### config.mk
export PLATFORM = sky130hd
export DESIGN_NAME = decoder_3x8_seq
export DESIGN_NICKNAME = d
export VERILOG_FILES = /design/src/rtl/decoder_3x8_seq.sv
export SDC_FILE = /design/constraint.sdc
export NUM_CORES = 1
export LEC_CHECK = 0
export ABC_CLOCK_PERIOD_IN_PS = 3100
export BUFFER_PORTS_ARGS = -buffer_cell sky130_fd_sc_hd__clkbuf_2
export CAP_MARGIN = 20
export CORE_AREA = 3 3 66 68
export CTS_CLUSTER_DIAMETER = 100
export DETAILED_ROUTE_END_ITERATION = 8
export DIE_AREA = 0 0 69 71
export PLACE_DENSITY = 0.77
export SYNTH_ARGS = -nofsm -noshare
export SYNTH_HDL_FRONTEND = slang
export SYNTH_SLANG_ARGS = --single-unit
### constraint.sdc
create_clock -name clk -period 3.1 [get_ports clk]
set_clock_uncertainty 0.05 [all_clocks]
set_input_delay 0 -clock clk [delete_from_list [all_inputs] [get_ports clk]]
set_output_delay 0 -clock clk [all_outputs]
set_load 0.03 [all_outputs]
### src/rtl/decoder_3x8_seq.sv
// Sequenced 3:8 decoder: buffers {en,code} in a FIFO and replays each
// code as a registered one-hot strobe for HOLD_CYCLES, then GAP_CYCLES
// of zero before the next code.
//
// Ports:
//   clk, rst_n            clock, async active-low reset
//   in_valid/in_ready     code handshake; transfer when both high
//   in_code, in_en        code to decode; in_en=0 gives a blank slot
//   out, out_valid        registered one-hot word, high during HOLD
//   busy                  FSM active or FIFO non-empty
//   fifo_level            number of buffered codes
module decoder_3x8_seq #(
   parameter int unsigned HOLD_CYCLES = 4,
   parameter int unsigned GAP_CYCLES  = 1,
   parameter int unsigned FIFO_DEPTH  = 4
) (
   input  logic                          clk,
   input  logic                          rst_n,
   input  logic                          in_valid,
   input  logic [2:0]                    in_code,
   input  logic                          in_en,
   output logic                          in_ready,
   output logic [7:0]                    out,
   output logic                          out_valid,
   output logic                          busy,
   output logic [$clog2(FIFO_DEPTH):0]   fifo_level
);

   localparam int unsigned AW = $clog2(FIFO_DEPTH);
   localparam int unsigned LW = AW + 1;

   localparam logic [7:0] HOLD_M1 = 8'(HOLD_CYCLES - 1);
   localparam logic [7:0] GAP_M1 =
      (GAP_CYCLES == 0) ? 8'd0 : 8'(GAP_CYCLES - 1);
   localparam logic [LW-1:0] FULL_LVL = LW'(FIFO_DEPTH);
   localparam bit HAS_GAP = (GAP_CYCLES != 0);

   typedef enum logic [1:0] {
      IDLE = 2'd0,
      HOLD = 2'd1,
      GAP  = 2'd2
   } state_t;

   // FIFO storage: entry = {en, code}
   logic [3:0]    mem_q [FIFO_DEPTH];
   logic [3:0]    mem_d [FIFO_DEPTH];
   logic [AW-1:0] wr_ptr_q, wr_ptr_d;
   logic [AW-1:0] rd_ptr_q, rd_ptr_d;
   logic [LW-1:0] level_q, level_d;

   // Sequencer state
   state_t        state_q, state_d;
   logic [7:0]    cnt_q, cnt_d;
   logic [7:0]    out_q, out_d;
   logic          out_valid_q, out_valid_d;

   logic          push;
   logic          pop;
   logic          empty;
   logic          load;
   logic [3:0]    head;

   function automatic logic [7:0] decode(input logic [3:0] ent);
      logic [7:0] w;
      w = 8'h00;
      if (ent[3]) begin
         w[ent[2:0]] = 1'b1;
      end
      return w;
   endfunction

   // in_ready looks only at the registered level, so a pop in
   // the same cycle never opens the door for a push.
   assign in_ready   = (level_q != FULL_LVL);
   assign push       = in_valid & in_ready;
   assign empty      = (level_q == '0);
   assign head       = mem_q[rd_ptr_q];

   assign out        = out_q;
   assign out_valid  = out_valid_q;
   assign fifo_level = level_q;
   assign busy       = (state_q != IDLE) | ~empty;

   // Sequencer next state
   always_comb begin
      state_d     = state_q;
      cnt_d       = cnt_q;
      out_d       = out_q;
      out_valid_d = out_valid_q;
      load        = 1'b0;

      unique case (state_q)
         IDLE: begin
            if (!empty) begin
               load = 1'b1;
            end else begin
               out_d       = 8'h00;
               out_valid_d = 1'b0;
            end
         end
         HOLD: begin
            if (cnt_q != 8'd0) begin
               cnt_d = cnt_q - 8'd1;
            end else if (HAS_GAP) begin
               out_d       = 8'h00;
               out_valid_d = 1'b0;
               cnt_d       = GAP_M1;
               state_d     = GAP;
            end else if (!empty) begin
               // no gap: next word follows with no zero cycle
               load = 1'b1;
            end else begin
               out_d       = 8'h00;
               out_valid_d = 1'b0;
               state_d     = IDLE;
            end
         end
         GAP: begin
            if (cnt_q != 8'd0) begin
               cnt_d = cnt_q - 8'd1;
            end else if (!empty) begin
               load = 1'b1;
            end else begin
               out_d       = 8'h00;
               out_valid_d = 1'b0;
               state_d     = IDLE;
            end
         end
         default: begin
            out_d       = 8'h00;
            out_valid_d = 1'b0;
            cnt_d       = 8'd0;
            state_d     = IDLE;
         end
      endcase

      if (load) begin
         out_d       = decode(head);
         out_valid_d = 1'b1;
         cnt_d       = HOLD_M1;
         state_d     = HOLD;
      end
   end

   assign pop = load;

   // FIFO next state
   always_comb begin
      mem_d    = mem_q;
      wr_ptr_d = wr_ptr_q;
      rd_ptr_d = rd_ptr_q;
      level_d  = level_q;

      if (push) begin
         mem_d[wr_ptr_q] = {in_en, in_code};
         wr_ptr_d        = wr_ptr_q + AW'(1);
      end
      if (pop) begin
         rd_ptr_d = rd_ptr_q + AW'(1);
      end

      unique case ({push, pop})
         2'b10:   level_d = level_q + LW'(1);
         2'b01:   level_d = level_q - LW'(1);
         default: level_d = level_q;
      endcase
   end

   always_ff @(posedge clk or negedge rst_n) begin
      if (!rst_n) begin
         for (int i = 0; i < int'(FIFO_DEPTH); i++) begin
            mem_q[i] <= 4'h0;
         end
         wr_ptr_q <= '0;
         rd_ptr_q <= '0;
         level_q  <= '0;
      end else begin
         mem_q    <= mem_d;
         wr_ptr_q <= wr_ptr_d;
         rd_ptr_q <= rd_ptr_d;
         level_q  <= level_d;
      end
   end

   always_ff @(posedge clk or negedge rst_n) begin
      if (!rst_n) begin
         state_q     <= IDLE;
         cnt_q       <= 8'd0;
         out_q       <= 8'h00;
         out_valid_q <= 1'b0;
      end else begin
         state_q     <= state_d;
         cnt_q       <= cnt_d;
         out_q       <= out_d;
         out_valid_q <= out_valid_d;
      end
   end

endmodule

# Word-level counts from Yosys, hierarchy flattened
# Cells that the tools add are included.
word_totals:
  reg_bits: 42
  out_inout_bits: 14
  wordCells: 78
classes:
  add_sub_neg: 5
  n_lt_le_gt_ge: 5
  eq_ne: 10
  muxes: 32
  n_bitwise: 5
  n_reduce_logical: 10
op_table:
  columns: ["operator", "n"]
  rows:
  - ["8-bit two-way mux", 8]
  - ["8-bit case mux with 3 select lines", 2]
  - ["16-bit bitwise mux", 1]
  - ["3-bit inequality test, second input constant", 5]
  - ["4-bit two-way mux", 3]
  - ["4-bit binary-select mux with 2-bit select", 1]
  - ["4-bit demux with 2-bit select", 1]
  - ["2-bit two-way mux", 4]
  - ["8-bit nonzero test", 1]
  - ["8-bit by 1-bit subtractor with 8-bit output, second input constant", 1]
  - ["1-bit two-way mux", 7]
  - ["3-bit >= comparator, second input constant", 2]
  - ["2-bit inverter with 3-bit output", 2]
  - ["2-bit case mux with 3 select lines", 1]
  - ["3-bit case mux with 2 select lines", 1]
  - ["2-bit by 1-bit adder with 2-bit output, second input constant", 2]
  - ["2-bit by 1-bit == test with 1-bit output, second input constant", 2]
  - ["2-bit == test, second input constant", 2]
  - ["3-bit by 4-bit < comparator with 1-bit output, second input constant", 1]
  - ["2-bit AND reduction", 2]
  - ["4-bit AND reduction", 1]
  - ["2-bit nonzero test", 2]
  - ["3-bit by 1-bit adder with 3-bit output, second input constant", 1]
  - ["1-bit demux with 3-bit select", 1]
  - ["12 further kinds", 13]

# Depth between registers and ports, before layout
# Gate-level depths: netlist (run 1).
logic_depth:
  depth_word: 10
  mapped_depth: 11

# Worst setup path after synthesis (run 1)
# OpenSTA, ideal clock, no wires.
synth_timing:
  path_kind: "flip-flop to flip-flop"
  from: "reg cnt_q[0]"
  to: "reg level_q[2] (netlist: fifo_level[2])"
  arrival_time_ns: 2.478
  setup_slack_ns: 0.491
  stages_incl_launch_ff: 12
  n_path_buf: 0
  path_cell_list: "dfrtp_1 -> inv_1 -> ha_1 -> nor4b_4 -> a31oi_2 -> nor2_4 -> ha_1 -> inv_1 -> fa_1 -> xor2_1 -> nor2_1 -> xor2_1"
synth_via:
  elab_chain_len: 5
synth_lines:
  columns: ["item", "line_no", "source"]
  rows:
  - ["start, declared", "53", "logic [7:0] cnt_q, cnt_d;"]
  - ["start signal, assigned", "193", "cnt_q <= cnt_d;"]
  - ["8-bit nonzero test (*)", "102, 119", null]
  - ["1-bit two-way mux (*)", "119", "if (cnt_q != 8'd0) begin"]
  - ["1-bit case mux with 2 select lines (*)", "92", "unique case (state_q)"]
  - ["named net load", "60", "logic load;"]
  - ["2-bit by 1-bit == test with 1-bit output or 2-bit == test (tied branches)", "162", "unique case ({push, pop})"]
  - ["3-bit case mux with 2 select lines or 2-bit nonzero test (tied branches)", null, null]
  - ["end signal, assigned", "181", "level_q <= level_d;"]
  - ["end, declared", "49", "logic [LW-1:0] level_q, level_d;"]
# Mark *: on every way through the listed nets, which the timed path passes. The rest lies on a longest branch.
# A chain may end at the register's enable or synchronous reset.

# Worst setup path after layout (run 1)
# Same ends and word-level chain as after synthesis.

==> results of run 1 <==
-- per-layer routing --
layer	up-vias	global-route usage (%)
met4	0	9.328
met3	10	5.966
li1	737	-
met1	776	21.14
met2	37	32.84
met5	-	0
-- how the worst max path moves through the flow --
stage,slack (ns),from,depth (start not counted),end
2_1_floorplan,0.49,cnt_q[0],11,fifo_level[2]
5_1_grt,0.1,cnt_q[0],11,fifo_level[2]
4_1_cts,0.34,cnt_q[0],11,fifo_level[2]
3_3_place_gp,0.60,cnt_q[0],11,fifo_level[2]
6_report,0.35,cnt_q[0],11,fifo_level[2]
3_5_place_dp,0.38,cnt_q[0],11,fifo_level[2]
-- sequential cells by signal, indices dropped and copies added (netlist names) --
register	count
mem_q	16
fifo_level	3
state_q	2
cnt_q	8
out	8
wr_ptr_q	2
rd_ptr_q	2
out_valid	1
-- layout make-up --
class	instances	area (um2)	area share [%]
Tap cell	50	62.56	2.465
Multi-Input combinational cell	122	1075	42.36
Timing Repair Buffer	30	200.2	7.890
Clock buffer	5	68.82	2.712
Sequential cell	42	1051	41.42
Inverter	15	56.30	2.219
Clock inverter	3	23.77	0.9369
-- cells by family (layout without fill, tap and decap cells) --
group                      Yosys count  count (layout)  share of synthesized area (%)
and+or+nand+nor                     47              47                          12.46
adders and majority gates           11              11                          6.572
muxes                               20              20                          12.24
buffers and inverters               19              53                          3.739
xor gates and xnor gates             7               7                          2.776
AOI/OAI and AO/OA                   37              37                          14.62
DFF                                 42              42                          47.59
-- metrics by stage --
stage	total power, uW	utilization (%)	instances	setup slack (ns)	hold slack, ns
detailed placement	2682	60.68	253	0.3805	0.1819
global placement	2580	60.68	253	0.5982	0.1513
global route	3295	64.83	267	0.09684	0.02997
floorplan	2278	-	183	0.4908	-0.3456
finish	3049	64.83	267	0.3540	0.01326
CTS	3062	64.32	266	0.3418	0.09107
-- power breakdown --
part	switching, uW	internal, uW
logic	932	717
registers	236	799
clock network	203	161
total	1370	1680
-- cells in the mapped netlist (2+ instances only) --
| cell | n | area share (%) |
|---|---|---|
| o21ai_0 | 3 | 0.68 |
| a21oi_1 | 3 | 0.68 |
| mux4_2 | 4 | 4.1 |
| inv_1 | 15 | 2.5 |
| a32o_1 | 4 | 1.8 |
| and3_1 | 2 | 0.57 |
| or3_1 | 2 | 0.57 |
| nand2_1 | 15 | 2.5 |
| nor3_4 | 2 | 1.5 |
| nor2_1 | 11 | 1.9 |
| xor2_1 | 3 | 1.2 |
| buf_2 | 3 | 0.68 |
| xnor2_1 | 4 | 1.6 |
| o21ai_1 | 3 | 0.68 |
| a221o_1 | 5 | 2.3 |
| ha_1 | 10 | 5.7 |
| dfrtp_1 | 42 | 48 |
| mux2_2 | 16 | 8.2 |
| nand3_1 | 3 | 0.68 |
| a31oi_1 | 3 | 0.85 |
| a22o_1 | 4 | 1.6 |
-- timing repair --
| item | CTS | global route |
|---|---|---|
| hold endpoints to repair | 58 | 0 |
| gates resized for setup | 0 | 0 |
| hold buffers | 5 | 0 |
==> summary.txt, run 1 <==
P&R area growth vs syn -> 14.90%
status -> complete, no violations
hpwl dp -> 3.127 mm
maximum clock insertion buffer count -> 2
gr ovfl total -> 0
CTS tree -> done
CP Capture Type -> flop
Setup TNS Final -> 0 ns
total track usage -> 18.95%
Die W -> 69 um
PwrDens -> 1202 mW/mm2
Crit path largest cell delay -> 0.42 ns
boundary pin count -> 21
ANT cells -> 0
CP cell instances -> inv_1 -> ha_1 -> nor4b_4 -> a31oi_2 -> nor2_4 -> ha_1 -> inv_1 -> fa_1 -> xor2_1 -> nor2_1 -> xor2_1
initial antenna violation count -> 0
Initial Util -> 56.43%
Die Area -> 0.004899 mm2
final setup fails -> 0
Chip Height -> 71 um
syn_nets -> 201
row cnt -> 23
leakage -> 0.001184 uW
total CTS buffers -> 5
CP arrival -> 2.92 ns
post-DR wirelength/cell -> 16.10 um
Filler Cell Count -> 300
worst-margin pin slew -> 0.4170 ns
fin crit share -> 88.58%
VDD IR max -> 504.9 uV
Crit path max-delay family -> adder cells
share of cells above drive strength 1 -> 29.49%
fmax -> 364.2 MHz
largest net degree at the start of global routing -> 43
Vias/cell -> 5.843
MaxCap Viol Count -> 0
CTS sink count -> 42
synth unique cells -> 47
synthesized area -> 0.002208 mm2
Slew Viols, Final -> 0
slowest stage cell, crit path -> dfrtp_1
CP Max Fanout -> 8
Worst-path clk slew -> 0.09 ns
IO buf count -> 20
DRT Pass-1 Iters -> 4
DRC viols -> 0
Max Used Layer -> met4
wire length on met3 -> 150 um
Post-synth ARST share -> 100.0%
commonest non-fill, non-tap cell in the layout -> dfrtp_1
gpl congestion -> 0.8379
Root Driver -> clkbuf_8
met1 wire length -> 1.732 mm
RSZ-0062 raised after global routing -> no
vias in the first global route -> 1590
reg2reg path depth -> 11
Req. time, crit path -> 3.27 ns
final net count -> 234
Slew headroom -> 72.11%
Buf/Inv on CP -> 2
crit path kind -> flop to flop
Cell Area, Placed -> 0.002375 mm2
commonest non-fill, non-tap cells in the layout -> dfrtp_1 (42), clkbuf_2 (20), mux2_2 (16)
Hold Fails Final Rpt -> 0
Final min period -> 2.746 ns
post-route cell area -> 0.002537 mm2
first-pass GRT wire length -> 7.334 mm
final wirelength -> 4.299 mm
core area -> 0.003914 mm2
Post-CTS Setup Repair Bufs -> 0
DR vias -> 1560
HP Class -> input port to async pin
EDFF count, synth -> 0
post-route ant nets -> 0
syn avg cell area -> 12.07 um2
met2 wire length -> 2.308 mm
H-tree lvl count -> 2
Post-synth top flop -> dfrtp_1
#FFs+latches synth -> 42
synthesized instance count -> 183
worst reg2reg endpoint -> fifo_level[2]
R2R Setup Slk -> 0.35 ns
Synth Warn # -> 0
Clock Latency Late Sink -> 0.30 ns
DR iter-0 viols -> 128
Seq/Total Area, Yosys -> 47.59%
CP startpoint kind -> flop
r2r startpoint -> cnt_q[0]
Power figures use the tool's default switching activity.
==> run 2: changes to the inputs <==
Settings changed: PLACE_DENSITY 0.77 to 0.84.
==> run 2 against run 1 <==
Net effect: first-iteration DRC count down 21%; power up 2.2%; highest routed layer unchanged; register-to-register slack better by 0.02 ns; critical endpoint unchanged; combinational power about the same; design area up 1.2%; critical path type unchanged; sequential share of layout area down 0.48 points; die area unchanged; worst setup slack better by 0.025 ns.
==> summary.txt, run 2 (synthesis gave the netlist of run 1 again) <==
Top reg by flops -> mem_q
Logic pwr share -> 52.7% (-1.4 points)
Clk pwr share -> 14.1% (+2.1 points)
share of cells above drive strength 1 -> 29.36% (-0.14 points)
switching power -> 1355 uW (-1.3%)
initial antenna violation count -> 0 (unchanged)
post-route ant nets -> 0 (unchanged)
final net count -> 235 (+0.43%)
DR iter-0 viols -> 101 (-21%)
gpl congestion -> 0.7828 (-6.6%)
DRT Pass-1 Iters -> 4 (unchanged)
Die Area -> 0.004899 mm2 (unchanged)
worst-margin pin slew -> 0.4173 ns (+0.0002639 ns)
CP startpoint kind -> flop
final core occ -> 65.60% (+0.77 points)
RSZ-0062 raised after global routing -> no
row cnt -> 23 (unchanged)
HP Class -> input port to flop
Post-Layout Cell Count -> 268 (+0.37%)
fin crit share -> 87.78% (-0.80 points)
final setup fails -> 0 (unchanged)
Slew Viols, Final -> 0 (unchanged)
hpwl dp -> 2.975 mm (-4.9%)
first-pass GRT wire length -> 7.348 mm (+0.19%)
Chip Height -> 71 um (unchanged)
boundary pin count -> 21 (unchanged)
post-DR wirelength/cell -> 15.37 um (-4.6%)
Die W -> 69 um (unchanged)
commonest non-fill, non-tap cell in the layout -> dfrtp_1
total track usage -> 18.80% (-0.15 points)
max FFs per register -> 16 (unchanged)
commonest non-fill, non-tap cells in the layout -> dfrtp_1 (42), clkbuf_2 (20), mux2_2 (16)
Clock Latency Late Sink -> 0.30 ns (about the same)
dpl cells -> 253 (unchanged)
overall power -> 3116 uW (+2.2%)
gr ovfl total -> 0 (unchanged)
crit path kind -> flop to flop
CTS sink count -> 42 (unchanged)
MaxCap Viol Count -> 0 (unchanged)
Slew headroom -> 72.09% (about the same)
P&R area growth vs syn -> 16.26%
Int Pwr -> 1761 uW (+5.0%)
vias in the first global route -> 1591 (+0.063%)
post-route cell area -> 0.002567 mm2 (+1.2%)
CP Capture Type -> flop
fmax -> 367.5 MHz (+0.91%)
DRC viols -> 0 (unchanged)
Req. time, crit path -> 3.28 ns (about the same)
total CTS buffers -> 5 (unchanged)
sequential power share -> 33.2% (-0.7 points)
maximum clock insertion buffer count -> 2 (unchanged)
IO buf count -> 20 (unchanged)
PwrDens -> 1214 mW/mm2 (+1.0%)
post-cts resize count -> 0 (unchanged)
Cell Area, Placed -> 0.002375 mm2 (unchanged)
CTS tree -> done
Final min period -> 2.721 ns (-0.02489 ns)
Sw Share -> 43.47% (-1.5 points)
Vias/cell -> 5.612 (-3.9%)
Setup TNS Final -> 0 ns (unchanged)
final wirelength -> 4.118 mm (-4.2%)
core area -> 0.003914 mm2 (unchanged)
Root Driver -> clkbuf_8
status -> complete, no violations
Worst-path clk slew -> 0.08 ns (about the same)
H-tree lvl count -> 2 (unchanged)
DR vias -> 1504 (-3.6%)
CP arrival -> 2.90 ns (-0.02 ns)
Hold Fails Final Rpt -> 0 (unchanged)
leakage -> 0.001206 uW (+1.9%)
CP Max Fanout -> 8 (unchanged)
ANT cells -> 0 (unchanged)
largest net degree at the start of global routing -> 43 (unchanged)
VDD IR max -> 666.5 uV (+32%)
Initial Util -> 56.43% (unchanged)
-- run 2: changes by cell type in the layout (fill, tap and decap cells not counted), sizes merged --
cell	delta
clkinvlp	-2
bufinv	+1
clkinv	+1
dlygate4sd3	+1
-- run 2: critical path, cell delays in order (launching register included) --
cell	delay, ns
dfrtp_1	0.42
inv_1	0.13
ha_1	0.21
nor4b_4	0.24
a31oi_2	0.23
nor2_4	0.25
ha_1	0.23
inv_1	0.06
fa_1	0.39
xor2_1	0.16
nor2_1	0.12
xor2_1	0.14
-- run 2: path summary, 6_finish.rpt --
path	from	to	depth (start not counted)	slack, ns
worst max-delay path	cnt_q[0]	fifo_level[2]	11	0.38
worst min-delay path	in_valid	wr_ptr_q[0]	3	0.1
worst max register to register	cnt_q[0]	fifo_level[2]	11	0.38
worst min register to register	mem_q[0]	mem_q[0]	1	0.46
max in group asynchronous	rst_n	state_q[1]	4	2.06
min in group asynchronous	rst_n	cnt_q[4]	3	0.52
-- run 2: per-layer routing --
metal / wire [um] / GRT usage [%]
met2: 2048 / 31.78
met5: 0 / 0
met1: 1809 / 23.03
met3: 171 / 4.688
met4: 89 / 8.026
-- run 2: power groups by stage --
stage	Sequential (uW)	Clock [uW]	Combinational (uW)
2_1_floorplan	1070	0	1210
3_3_place_gp	1030	0	1570
3_5_place_dp	1050	0	1620
4_1_cts	1040	448	1650
5_1_grt	1080	473	1810
6_report	1040	440	1640
-- run 2: cell type report --
cell class | count | area (um2)
multi-input combinational | 122 | 1075
fill | 321 | 1346
tap | 50 | 62.56
clock buffer | 5 | 68.82
inverter | 15 | 56.30
sequential | 42 | 1051
clock inverter | 3 | 43.79
timing repair buffer | 31 | 210.2
-- run 2: repair_timing --
| item | CTS | global route |
|---|---|---|
| buffers inserted | 0 | 0 |
| hold endpoints to repair | 58 | 3 |
| hold buffers | 5 | 1 |
-- run 2: per-stage QoR --
| step | hold slack, ns | setup slack, ns |
|---|---|---|
| 2_1_floorplan | -0.3456 | 0.4908 |
| 3_3_place_gp | 0.1780 | 0.6003 |
| 3_5_place_dp | 0.1765 | 0.4499 |
| 4_1_cts | 0.09384 | 0.3526 |
| 5_1_grt | 0.1053 | 0.1781 |
| 6_report | 0.09743 | 0.3789 |
